[config.mk]
export PLATFORM = sky130hd
export DESIGN_NAME = servant_uart_rx
export DESIGN_NICKNAME = d
export VERILOG_FILES = /design/src/rtl/servant_uart_pkg.sv /design/src/rtl/servant_byte_fifo.sv /design/src/rtl/servant_uart_rx.sv
export SDC_FILE = /design/constraint.sdc
export NUM_CORES = 1
export LEC_CHECK = 0
export ABC_AREA = 1
export BUFFER_PORTS_ARGS = -buffer_cell sky130_fd_sc_hd__buf_4
export CAP_MARGIN = 40
export CORE_UTILIZATION = 54
export DETAILED_ROUTE_END_ITERATION = 7
export GPL_TIMING_DRIVEN = 0
export PLACE_DENSITY = 0.74
export SLEW_MARGIN = 25
export SYNTH_ARGS = -nofsm -noshare
export SYNTH_HDL_FRONTEND = slang
export SYNTH_SLANG_ARGS = --single-unit
export TNS_END_PERCENT = 1
[constraint.sdc]
create_clock -name i_wb_clk -period 1.7 [get_ports i_wb_clk]
set_input_delay 0.255 -clock i_wb_clk [delete_from_list [all_inputs] [get_ports i_wb_clk]]
set_output_delay 0.255 -clock i_wb_clk [all_outputs]
set_load 0.01 [all_outputs]
[src/rtl/servant_uart_pkg.sv]
// Shared types and default constants for the servant UART receiver.
// Holds the receiver FSM state type and the default baud and FIFO sizing.
package servant_uart_pkg;

    typedef enum logic [2:0] {
        IDLE,
        START,
        DATA,
        STOP,
        WAIT_IDLE
    } rx_state_t;

    localparam int DEF_CLKS_PER_BIT = 139;
    localparam int DEF_FIFO_DEPTH   = 4;

endpackage

[src/rtl/servant_byte_fifo.sv]
// First-word fall-through byte FIFO with extra-MSB pointers.
// A push into a full FIFO is still accepted when a pop happens in the same cycle.
module servant_byte_fifo #(
    parameter int DATA_W     = 8,
    parameter int FIFO_DEPTH = 4
) (
    input  logic              clk,
    input  logic              rst,
    input  logic              push,
    input  logic [DATA_W-1:0] push_data,
    input  logic              pop,
    output logic [DATA_W-1:0] head,
    output logic              valid,
    output logic              full,
    output logic              accepted
);

    localparam int AW = $clog2(FIFO_DEPTH);

    logic [AW:0]       wr_ptr;
    logic [AW:0]       rd_ptr;
    logic [DATA_W-1:0] mem [FIFO_DEPTH];
    logic              empty;
    logic              do_pop;

    assign empty    = (wr_ptr == rd_ptr);
    assign full     = (wr_ptr[AW] != rd_ptr[AW]) && (wr_ptr[AW-1:0] == rd_ptr[AW-1:0]);
    assign do_pop   = pop && !empty;
    assign accepted = push && (!full || do_pop);
    assign valid    = !empty;
    assign head     = empty ? '0 : mem[rd_ptr[AW-1:0]];

    always_ff @(posedge clk) begin
        if (rst) begin
            wr_ptr <= '0;
            rd_ptr <= '0;
        end else begin
            if (accepted) wr_ptr <= wr_ptr + {{AW{1'b0}}, 1'b1};
            if (do_pop)   rd_ptr <= rd_ptr + {{AW{1'b0}}, 1'b1};
        end
    end

    // Storage carries data only, so it is left out of reset.
    always_ff @(posedge clk) begin
        if (accepted) mem[wr_ptr[AW-1:0]] <= push_data;
    end

endmodule

[src/rtl/servant_uart_rx.sv]
// UART 8N1 receiver: 2-flop line synchroniser, mid-bit sampling FSM and a byte FIFO.
// Frames with a low stop bit raise a framing pulse and wait for the line to idle.
module servant_uart_rx
    import servant_uart_pkg::*;
#(
    parameter int CLKS_PER_BIT = DEF_CLKS_PER_BIT,
    parameter int FIFO_DEPTH   = DEF_FIFO_DEPTH
) (
    input  logic       i_wb_clk,
    input  logic       i_wb_rst,
    input  logic       i_rx,
    output logic [7:0] o_dat,
    output logic       o_valid,
    input  logic       i_ready,
    output logic       o_frame_err,
    output logic       o_overrun,
    input  logic       i_clr_ovr,
    output logic       o_busy
);

    localparam int CNT_W = $clog2(CLKS_PER_BIT);
    localparam logic [CNT_W-1:0] BIT_LAST  = CNT_W'(CLKS_PER_BIT - 1);
    localparam logic [CNT_W-1:0] HALF_LAST = CNT_W'(CLKS_PER_BIT / 2 - 1);

    logic             rx_sync_p0;
    logic             rx_sync_p1;
    rx_state_t        state_q, state_d;
    logic [CNT_W-1:0] cnt_q, cnt_d;
    logic [2:0]       bit_q, bit_d;
    logic [7:0]       shift_q, shift_d;
    logic             push;
    logic             push_ok;
    logic             frame_err_d;
    logic             frame_err_q;
    logic             overrun_q;
    logic             fifo_full;

    // Stage p0/p1: metastability synchroniser, idles high out of reset.
    always_ff @(posedge i_wb_clk) begin
        if (i_wb_rst) begin
            rx_sync_p0 <= 1'b1;
            rx_sync_p1 <= 1'b1;
        end else begin
            rx_sync_p0 <= i_rx;
            rx_sync_p1 <= rx_sync_p0;
        end
    end

    always_ff @(posedge i_wb_clk) begin
        if (i_wb_rst) begin
            state_q     <= IDLE;
            cnt_q       <= '0;
            bit_q       <= '0;
            frame_err_q <= 1'b0;
            overrun_q   <= 1'b0;
        end else begin
            state_q     <= state_d;
            cnt_q       <= cnt_d;
            bit_q       <= bit_d;
            frame_err_q <= frame_err_d;
            if (push && !push_ok) overrun_q <= 1'b1;
            else if (i_clr_ovr)   overrun_q <= 1'b0;
        end
    end

    always_ff @(posedge i_wb_clk) begin
        shift_q <= shift_d;
    end

    always_comb begin
        state_d     = state_q;
        cnt_d       = cnt_q;
        bit_d       = bit_q;
        shift_d     = shift_q;
        push        = 1'b0;
        frame_err_d = 1'b0;
        unique case (state_q)
            IDLE: begin
                if (!rx_sync_p1) begin
                    state_d = START;
                    cnt_d   = '0;
                end
            end
            START: begin
                if (cnt_q == HALF_LAST) begin
                    cnt_d   = '0;
                    bit_d   = '0;
                    state_d = rx_sync_p1 ? IDLE : DATA;
                end else begin
                    cnt_d = cnt_q + CNT_W'(1);
                end
            end
            DATA: begin
                if (cnt_q == BIT_LAST) begin
                    cnt_d   = '0;
                    shift_d = {rx_sync_p1, shift_q[7:1]};
                    bit_d   = bit_q + 3'd1;
                    if (bit_q == 3'd7) state_d = STOP;
                end else begin
                    cnt_d = cnt_q + CNT_W'(1);
                end
            end
            STOP: begin
                if (cnt_q == BIT_LAST) begin
                    cnt_d = '0;
                    if (rx_sync_p1) begin
                        push    = 1'b1;
                        state_d = IDLE;
                    end else begin
                        frame_err_d = 1'b1;
                        state_d     = WAIT_IDLE;
                    end
                end else begin
                    cnt_d = cnt_q + CNT_W'(1);
                end
            end
            WAIT_IDLE: begin
                if (rx_sync_p1) state_d = IDLE;
            end
            default: state_d = IDLE;
        endcase
    end

    servant_byte_fifo #(
        .DATA_W    (8),
        .FIFO_DEPTH(FIFO_DEPTH)
    ) u_fifo (
        .clk      (i_wb_clk),
        .rst      (i_wb_rst),
        .push     (push),
        .push_data(shift_q),
        .pop      (i_ready),
        .head     (o_dat),
        .valid    (o_valid),
        .full     (fifo_full),
        .accepted (push_ok)
    );

    assign o_frame_err = frame_err_q;
    assign o_overrun   = overrun_q;
    assign o_busy      = (state_q != IDLE);

endmodule
==> metrics.txt <==
RSZ-0062 raised after global routing true; Final Skew ~0.013 ns; core area 0.005140 mm²; CP Class flop to primary output; PD cells 1168 mW/mm²; CTS tree done; DRT Wirelength 6267 µm; worst reg2reg path depth 8; startpoint types flop; FF+latch count, synth 66; clk slew on worst S/H paths ~0.060 ns; status finished with violations; Util after Layout 70.98%; die area 0.005661 mm²; largest net degree at the start of global routing 12; Mean Syn Cell Area approximately 9 µm²; YS warnings 0; Seq/Total Area, Yosys between 50% and 60%; antenna violations before repair 0; site row count 26; Slew Limit Fails 0; Worst slew margin 66.06%; FILL cells about 400; antenna-violating nets left 0; Worst-Margin Slew 0.5091 ns; area grow syn2layout 25.96%; number of CTS-inserted buffers 9; total power 4.263 mW; initial core utilization 56.35%; All-Layer GR Usage about a quarter; Inserted Diodes 0; # Max-Cap Violations 0; Leak Pwr about 1.5 nW; CP endpoint kind primary output; upper clock frequency limit approximately 570 MHz; IO Count 17; layout cells sized above 1 25.90%; Root Driver clkbuf_8; Post-Synthesis Cells 316; IO Port Bufs 16; H-Tree Depth 3; initial DRC count 184; first-pass GRT wire length 9763 µm; Place WS -0.5930 ns; Detailed Routing Iterations Pass 1 6; synth unique cells 23; Final Hold Viols 0; post-synth net total between 300 and 400; HPWL after DPL 3654 µm; FF-to-FF setup slack 0.03 ns; Final nets 373; crit path time final between 1.5 and 2 ns; Setup Viol. Count Final 8; violated checks negative setup slack; crit-path max FO 6; critical-path cell list buf_6 -> clkbuf_4 -> o21ai_0 -> o32ai_2 -> nand2_1 -> inv_1 -> buf_4; post-synthesis cell area 0.002897 mm²; DIE WIDTH 75.24 µm; Clock Latency Late Sink 0.34 ns; Worst VDD drop between 900 and 1000 µV; DR vias/cell ~5.3; class of the worst hold path input pin to flop; clock sinks 66; gr ovfl total 0; Critical Path AT 1.51 ns; Hold Crit Depth 2; Crit path largest cell delay 0.31 ns; routability cong. 0.8555; Residual DRC 0; Final Cycle Share 103.9%; CP Data Required Time approximately 1.4 ns; vias in the first global route 2070; via count between 2k and 2.5k; Die Y 75.24 µm; maximum root-to-sink buffer count 2; crit path max-delay cell type dfxtp_2; setup ws final -0.06696 ns; routed len/inst around 14 µm
## timing repair
item                       in CTS  in global routing
cloned                          2                  0
hold buffers                    0                  0
buffers inserted               13                  0
setup endpoints to repair      41                 48
resized for setup              60                 15
pin swaps                      13                  2
## area by class of cell
| class | instances | area, µm² | area share (%) |
|---|---|---|---|
| clock inverter | 3 | 40.04 | 1.097 |
| timing repair buffer | 31 | 260.3 | 7.133 |
| sequential | 66 | 1739 | 47.67 |
| tap | 70 | 87.58 | 2.401 |
| buffer | 6 | 62.56 | 1.715 |
| multi-input combinational | 205 | 1149 | 31.48 |
| inverter | 39 | 161.4 | 4.424 |
| clock buffer | 13 | 148.9 | 4.081 |
## state kept, by name (all words and copies together) (netlist names), named ones only
signal         flops
u_fifo.mem        32
cnt_q              8
shift_q            8
bit_q              3
state_q            3
u_fifo.rd_ptr      3
u_fifo.wr_ptr      3
o_frame_err        1
o_overrun          1
rx_sync_p0         1
rx_sync_p1         1
## stage by stage
stage | instances | hold WS, ns | TNS (ns) | instance area, µm²
after floorplan | 316 | 0.3241 | -2.960 | 2897
after global placement | 402 | 0.3918 | -13.63 | 3104
after detailed placement | 402 | 0.4043 | -15.01 | 3104
after CTS | 433 | 0.1077 | -0.2042 | 3593
after global routing | 433 | 0.1053 | -1.462 | 3649
final | 433 | 0.1092 | -0.2622 | 3649
## final timing paths
path | start | endpoint
max | flop | o_dat[1]
min | i_rx | rx_sync_p0
min reg2reg | rx_sync_p0 | rx_sync_p1
max reg2reg | cnt_q[0] | u_fifo.mem[2][6]
## power by group
part / total (mW) / switching (mW) / internal, mW
Sequential: 1.85 / 0.0870 / 1.77
Combinational: 1.13 / 0.687 / 0.447
Clock: 1.27 / 0.560 / 0.714
## synthesized netlist by cell type, drive strengths merged
library cell	number	area, µm²
nor3	3	15.01
xor2	1	8.760
o32ai	8	70.07
o21ai	15	75.07
nand4	4	25.02
buf	4	18.76
and2	1	7.510
dfxtp	26	520.5
nand3	15	75.07
ha	10	125.1
edfxtp	40	1201
nand2	66	250.2
a21oi	11	58.81
clkbuf	2	7.510
o21bai	2	15.01
a31oi	1	6.260
inv	39	146.4
or2	3	18.77
nor2	65	251.5
## logic make-up (layout without fill, tap and decap cells)
logic type / Yosys count / in the layout / share of synthesized area, %
adders and majority gates: 10 / 10 / 4.320
xor gates and xnor gates: 1 / 1 / 0.3024
AOI/OAI and AO/OA: 37 / 37 / 7.776
buffers and inverters: 45 / 92 / 5.961
DFF: 66 / 66 / 59.44
and+or+nand+nor: 157 / 157 / 22.20
## cells in the final DEF (no fill, tap or decap), types with 2 or more instances in the layout
| master | netlist | final |
|---|---|---|
| nor2_1 | 64 | 54 |
| nand2_1 | 65 | 63 |
| buf_6 | 0 | 4 |
| o32ai_1 | 8 | 2 |
| or2_2 | 3 | 3 |
| inv_2 | 0 | 3 |
| o21ai_1 | 0 | 5 |
| edfxtp_1 | 40 | 40 |
| nand4_1 | 4 | 4 |
| o32ai_2 | 0 | 6 |
| clkinv_2 | 0 | 2 |
| nor2_4 | 1 | 5 |
| dfxtp_2 | 0 | 5 |
| clkbuf_8 | 0 | 11 |
| nor3_1 | 3 | 3 |
| clkbuf_4 | 0 | 2 |
| dfxtp_1 | 26 | 18 |
| a21oi_1 | 10 | 10 |
| dfxtp_4 | 0 | 3 |
| inv_1 | 39 | 32 |
| nor2_2 | 0 | 6 |
| inv_4 | 0 | 3 |
| clkbuf_1 | 2 | 3 |
| ha_1 | 10 | 9 |
| nand2_2 | 1 | 2 |
| nand3_1 | 15 | 12 |
| nand3_4 | 0 | 2 |
| buf_4 | 0 | 27 |
| o21ai_0 | 15 | 10 |
## metal layers
layer / GRT usage [%] / up-vias / part of all wire [%]
li1: - / 1130 / -
met1: 27.25 / 1049 / 42
met2: 44.64 / 80 / 52
met3: 7.497 / 15 / 4.4
met4: 7.202 / 0 / 2.0
met5: 0 / - / 0
## critical path, delay by kind of cell (launching register included)
family / cells / cell delay [ns]
AND/OR/NAND/NOR: 1 / 0.07
buffers and inverters: 4 / 0.47
AO/OA/AOI/OAI: 2 / 0.33
flip-flops: 1 / 0.31
(Power assumes the default switching activity.)
